==> src/rtl/soc_periph_evt_tx.sv <==
// Purpose: latches SoC peripheral event pulses, picks pending sources round-robin, queues their IDs for the cluster event unit.
// Latency: evt_i in cycle 0 -> pending at edge 1 -> ID pushed at edge 2 -> valid_o in cycle 2; sustains one ID per cycle.
// Backpressure: ready_i low holds the FIFO head stable; a full FIFO stalls the arbiter and repeat events on a pending source count as lost.
module soc_periph_evt_tx #(
  parameter int NB_EVT_SRC = 32,
  parameter int EVNT_WIDTH = 8,
  parameter int FIFO_DEPTH = 4,
  parameter int CNT_WIDTH  = 16
) (
  input  logic                  clk_i,
  input  logic                  rst_ni,
  input  logic [NB_EVT_SRC-1:0] evt_i,
  output logic                  soc_periph_evt_valid_o,
  input  logic                  soc_periph_evt_ready_i,
  output logic [EVNT_WIDTH-1:0] soc_periph_evt_data_o,
  output logic [NB_EVT_SRC-1:0] pending_o,
  output logic [CNT_WIDTH-1:0]  lost_cnt_o,
  input  logic                  lost_cnt_clr_i,
  output logic                  busy_o
);

  localparam int IDX_W = (NB_EVT_SRC > 1) ? $clog2(NB_EVT_SRC) : 1;
  localparam int PTR_W = $clog2(FIFO_DEPTH);
  localparam int POP_W = $clog2(NB_EVT_SRC + 1);
  localparam int SUM_W = ((CNT_WIDTH > POP_W) ? CNT_WIDTH : POP_W) + 1;

  // Source IDs must fit on the channel, and pointer wrap relies on a power-of-two depth.
  generate
    if (NB_EVT_SRC > (2 ** EVNT_WIDTH)) begin : g_bad_width
      $error("NB_EVT_SRC does not fit in EVNT_WIDTH");
    end
    if ((FIFO_DEPTH < 2) || ((FIFO_DEPTH & (FIFO_DEPTH - 1)) != 0)) begin : g_bad_depth
      $error("FIFO_DEPTH must be a power of two and at least 2");
    end
  endgenerate

  logic [NB_EVT_SRC-1:0] pending_q;
  logic [NB_EVT_SRC-1:0] grant;
  logic [NB_EVT_SRC-1:0] lost;
  logic [IDX_W-1:0]      rr_ptr_q;
  logic [IDX_W-1:0]      winner;
  logic [IDX_W:0]        scan_idx;
  logic                  win_vld;
  logic                  push_ok;
  logic                  pop;

  logic [EVNT_WIDTH-1:0] mem_q [FIFO_DEPTH];
  logic [PTR_W-1:0]      wr_ptr_q;
  logic [PTR_W-1:0]      rd_ptr_q;
  logic [PTR_W:0]        count_q;

  logic [POP_W-1:0]      lost_pop;
  logic [CNT_WIDTH-1:0]  lost_base;
  logic [SUM_W-1:0]      lost_sum;
  logic [CNT_WIDTH-1:0]  lost_cnt_d;
  logic [CNT_WIDTH-1:0]  lost_cnt_q;

  // Fullness looks only at the registered count, so a same-cycle pop never opens a slot.
  assign push_ok = (count_q < (PTR_W + 1)'(FIFO_DEPTH));
  assign pop     = (count_q != '0) && soc_periph_evt_ready_i;

  // Round-robin pick: first pending source at or after rr_ptr, wrapping at NB_EVT_SRC.
  always_comb begin
    win_vld  = 1'b0;
    winner   = '0;
    scan_idx = '0;
    grant    = '0;
    if (push_ok) begin
      for (int k = 0; k < NB_EVT_SRC; k++) begin
        scan_idx = {1'b0, rr_ptr_q} + (IDX_W + 1)'(k);
        if (scan_idx >= (IDX_W + 1)'(NB_EVT_SRC)) begin
          scan_idx = scan_idx - (IDX_W + 1)'(NB_EVT_SRC);
        end
        if (!win_vld && pending_q[scan_idx[IDX_W-1:0]]) begin
          win_vld = 1'b1;
          winner  = scan_idx[IDX_W-1:0];
        end
      end
    end
    if (win_vld) begin
      grant[winner] = 1'b1;
    end
  end

  // Lost events: a new pulse on a source that is still pending and not being granted this cycle.
  always_comb begin
    lost      = evt_i & pending_q & ~grant;
    lost_pop  = '0;
    for (int k = 0; k < NB_EVT_SRC; k++) begin
      lost_pop = lost_pop + POP_W'(lost[k]);
    end
    lost_base = lost_cnt_clr_i ? '0 : lost_cnt_q;
    lost_sum  = SUM_W'(lost_base) + SUM_W'(lost_pop);
    if (lost_sum > SUM_W'({CNT_WIDTH{1'b1}})) begin
      lost_cnt_d = '1;
    end else begin
      lost_cnt_d = lost_sum[CNT_WIDTH-1:0];
    end
  end

  // Pending bits, rotating pointer and lost counter.
  always_ff @(posedge clk_i or negedge rst_ni) begin
    if (!rst_ni) begin
      pending_q  <= '0;
      rr_ptr_q   <= '0;
      lost_cnt_q <= '0;
    end else begin
      pending_q  <= (pending_q & ~grant) | evt_i;
      lost_cnt_q <= lost_cnt_d;
      if (win_vld) begin
        rr_ptr_q <= (winner == IDX_W'(NB_EVT_SRC - 1)) ? '0 : winner + IDX_W'(1);
      end
    end
  end

  // ID FIFO; storage is cleared too so data_o reads 0 out of reset.
  always_ff @(posedge clk_i or negedge rst_ni) begin
    if (!rst_ni) begin
      for (int k = 0; k < FIFO_DEPTH; k++) begin
        mem_q[k] <= '0;
      end
      wr_ptr_q <= '0;
      rd_ptr_q <= '0;
      count_q  <= '0;
    end else begin
      if (win_vld) begin
        mem_q[wr_ptr_q] <= EVNT_WIDTH'(winner);
        wr_ptr_q        <= wr_ptr_q + PTR_W'(1);
      end
      if (pop) begin
        rd_ptr_q <= rd_ptr_q + PTR_W'(1);
      end
      if (win_vld && !pop) begin
        count_q <= count_q + (PTR_W + 1)'(1);
      end else if (!win_vld && pop) begin
        count_q <= count_q - (PTR_W + 1)'(1);
      end
    end
  end

  assign soc_periph_evt_valid_o = (count_q != '0);
  assign soc_periph_evt_data_o  = mem_q[rd_ptr_q];
  assign pending_o              = pending_q;
  assign lost_cnt_o             = lost_cnt_q;
  assign busy_o                 = (|pending_q) | (count_q != '0);

endmodule

==> config.mk <==
export PLATFORM = sky130hd
export DESIGN_NAME = soc_periph_evt_tx
export DESIGN_NICKNAME = d
export VERILOG_FILES = /design/src/rtl/soc_periph_evt_tx.sv
export SDC_FILE = /design/constraint.sdc
export NUM_CORES = 1
export LEC_CHECK = 0
export ABC_AREA = 1
export BUFFER_PORTS_ARGS = -buffer_cell sky130_fd_sc_hd__buf_2
export CAP_MARGIN = 20
export CORE_MARGIN = 2
export CORE_UTILIZATION = 55
export CTS_CLUSTER_DIAMETER = 40
export DETAILED_ROUTE_END_ITERATION = 10
export GPL_ROUTABILITY_DRIVEN = 0
export PLACE_DENSITY = 0.82
export SLEW_MARGIN = 20
export SYNTH_ARGS = -nofsm -noshare
export SYNTH_HDL_FRONTEND = slang
export SYNTH_SLANG_ARGS = --single-unit
==> constraint.sdc <==
create_clock -name clk_i -period 14.3 [get_ports clk_i]
set_clock_uncertainty 0.1 [all_clocks]
set_input_delay 1.43 -clock clk_i [delete_from_list [all_inputs] [get_ports clk_i]]
set_output_delay 1.43 -clock clk_i [all_outputs]
set_load 0.01 [all_outputs]
==> flow_summary.yaml <==
cells_and_area:
  drive_above_1_share_pct: 10.30
  syn2layout_area_growth_pct: 9.296
  num-fill-cells: 1510
  final-seq-area_sq_mm: 0.002002
  antenna_cells: 0
  num-nets-final: 1639
  multiInputGateArea_sq_mm: 0.006222
logic_synthesis:
  syn_inst: 1477
  synth-main-ff-cell: "dfrtp_1"
  ys_seq_area_share_pct: 21.59
  synth_edf_count: 0
  synth_top_area_share_pct: 21.59
  async_flop_share_pct: 100.0
  synth.area.top_cells: "dfrtp_1, nand2_1, nand3_1"
  yosysMostFrequentCell: "nand2_1"
  synth_cell_types: 44
  synth.avg_cell_area_sq_um: 6.279
  synth-seq-cells: 80
  ys.warnings.count: 0
  synth_common_cells: "nand2_1, nand3_1, inv_1"
  syn_area_sq_mm: 0.009274
  yosys.area.top_type: "dfrtp_1"
routing:
  wl_per_cell_microns: 17.55
  vias: 10584
  drc: 0
  vias_per_cell: 6.000
  ant_nets: 0
  drt-initial-drc-count: 1716
  drtPass1Iterations: 7
  wl_microns: 30970
clock_network:
  cts-resized-gates: 0
  numCtsBuffers: 9
  cts_buffer_depth: 2
  clkTransAtPathRegs_ns: 0.07
  cts_hold_buf: 0
  cts_setup_buffers: 0
  worstSkewPairLatency_ns: 0.36
  cts_tree: "built"
  htreeDepth: 3
  numClockSinks: 80
  root_buffer: "clkbuf_16"
sta:
  rsz0062_at_grt: "no"
  fin_crit_ns: 13.25
  drv_slew: 0
  setup_viol: 0
  fmax_ghz: 0.07550
  worstMarginPinSlew_ns: 1.013
  relSlewSlack_pct: 32.01
  fin_tns_setup_ns: 0
  fin_ws_ns: 1.055
  hold_viol_final: 0
  timing.final.crit_share_pct: 92.62
placement:
  dpl.hpwl_microns: 23800
  place.port_buffers: 90
  place_ws_ns: 1.552
hold_path:
  worstHoldStart: "mem_q[10]"
  whs_path_depth: 2
  min_to: "mem_q[10]"
  hold_path.class: "reg -> reg"
critical_path:
  r2r-end: "lost_cnt_o[2]"
  worst_setup_path_start_kind: "flop"
  reg2reg_from: "rr_ptr_q[0]"
  cpPeakStageDelay_ns: 0.78
  arrival_ns: 13.41
  crit_path_end_kind: "flop"
  cpMostUsedCell: "fa_1"
  r2r.worst_path.cells: 54
  critPathSlowestCell: "ha_1"
  r2r_slack_ns: 1.05
  critPathMaxFanout: 39
  worstPathRequired_ns: 14.46
  crit_type: "reg -> reg"
grt:
  grt_pass1_wl_microns: 48010
  grt_overflow: 0
  track_usage_pct: 34.14
  grt_pass1_vias: 9219
  grt_max_degree: 81
  antenna_found_initial: 0
die:
  dieArea_sq_mm: 0.01792
  die_x_microns: 133.9
  pin_count: 94
  core.rowCount: 47
  core_sq_mm: 0.01652
  die_h_microns: 133.9
  initial_core_util_pct: 56.12
job:
  drv_cap: 0
run_status:
  status: "finished, final reports clean"
[layer usage]
layer,vias up,wire (microns),global-route usage [%]
li1,4906,-,-
met1,4800,11890,45.54
met2,740,13770,54.13
met3,138,3829,7.521
met4,0,1471,13.65
met5,-,0,0
[stage by stage]
stage	hold slack [ns]	util, %	cell area (sq um)	cells
4_1_cts	0.3848	61.17	10110	1763
2_1_floorplan	0.3478	-	9281	1479
5_1_grt	0.4186	61.34	10140	1764
3_5_place_dp	0.3677	59.29	9797	1747
6_report	0.3838	61.34	10140	1764
3_3_place_gp	0.3620	59.29	9797	1747
[final cells by class]
class	instances	area share, %
Multi-Input combinational cell	1138	61.39
Clock inverter	7	0.8517
Sequential cell	80	19.75
Clock buffer	9	2.222
Inverter	213	7.888
Timing Repair Buffer	97	5.185
Tap cell	220	2.716
[flip-flops by register name, indices dropped and copies added, names as in the netlist]
register,flops
count_q,3
lost_cnt_o,16
mem_q,20
pending_o,32
rd_ptr_q,2
rr_ptr_q,5
wr_ptr_q,2
[critical path, delay by kind of cell, from the launching register on]
kind	cells	cell delay [ns]
AOI/OAI and AO/OA	3	0.84
adders and majority gates	10	5.06
buffers and inverters	9	1.93
DFF	1	0.33
and+or+nand+nor	32	4.81
[logic make-up after synthesis]
logic type,Yosys count,synth area share [%]
and+or+nand+nor,905,44.72
DFF,80,21.59
muxes,1,0.1214
other,1,0.04044
AOI/OAI and AO/OA,131,8.095
adders and majority gates,64,10.82
xor gates and xnor gates,34,3.211
buffers and inverters,261,11.40
[layout by cell type (no fill, tap or decap), types with 3 or more instances in the layout]
| cell | netlist | layout |
|---|---|---|
| nand2_1 | 443 | 443 |
| nand3_1 | 259 | 259 |
| inv_1 | 204 | 204 |
| nor2_1 | 102 | 102 |
| buf_2 | 17 | 89 |
| o21ai_0 | 81 | 81 |
| dfrtp_1 | 80 | 80 |
| nand4_1 | 53 | 53 |
| ha_1 | 37 | 37 |
| fa_1 | 27 | 27 |
| xor2_1 | 26 | 26 |
| a21oi_1 | 14 | 14 |
| nand4_2 | 11 | 11 |
| o21bai_1 | 10 | 10 |
| inv_2 | 9 | 9 |
| nor3_1 | 9 | 9 |
| clkbuf_16 | 0 | 9 |
| xnor2_1 | 8 | 8 |
| nor2_4 | 8 | 8 |
| o22ai_1 | 7 | 7 |
| buf_4 | 7 | 7 |
| a31oi_1 | 6 | 6 |
| nand4_4 | 4 | 4 |
| o21a_1 | 4 | 4 |
| nor2_2 | 3 | 3 |
| a21boi_0 | 3 | 3 |
| nand3b_1 | 3 | 3 |
| conb_1 | 1 | 3 |
| inv_6 | 0 | 3 |
[how the worst max path moves through the flow]
| stage | start | slack (ns) | end | depth (start not counted) |
|---|---|---|---|---|
| 2_1_floorplan | rr_ptr_q[1] | 3.35 | lost_cnt_o[15] | 60 |
| 3_3_place_gp | rr_ptr_q[0] | 1.96 | lost_cnt_o[8] | 54 |
| 3_5_place_dp | rr_ptr_q[0] | 1.55 | lost_cnt_o[6] | 54 |
| 4_1_cts | rr_ptr_q[0] | 1.43 | lost_cnt_o[6] | 54 |
| 5_1_grt | rr_ptr_q[0] | 0.20 | lost_cnt_o[6] | 54 |
| 6_report | rr_ptr_q[0] | 1.05 | lost_cnt_o[2] | 54 |
Power is not shown: default switching activity piles up to over one toggle a cycle in this logic, so the estimate is an artifact.
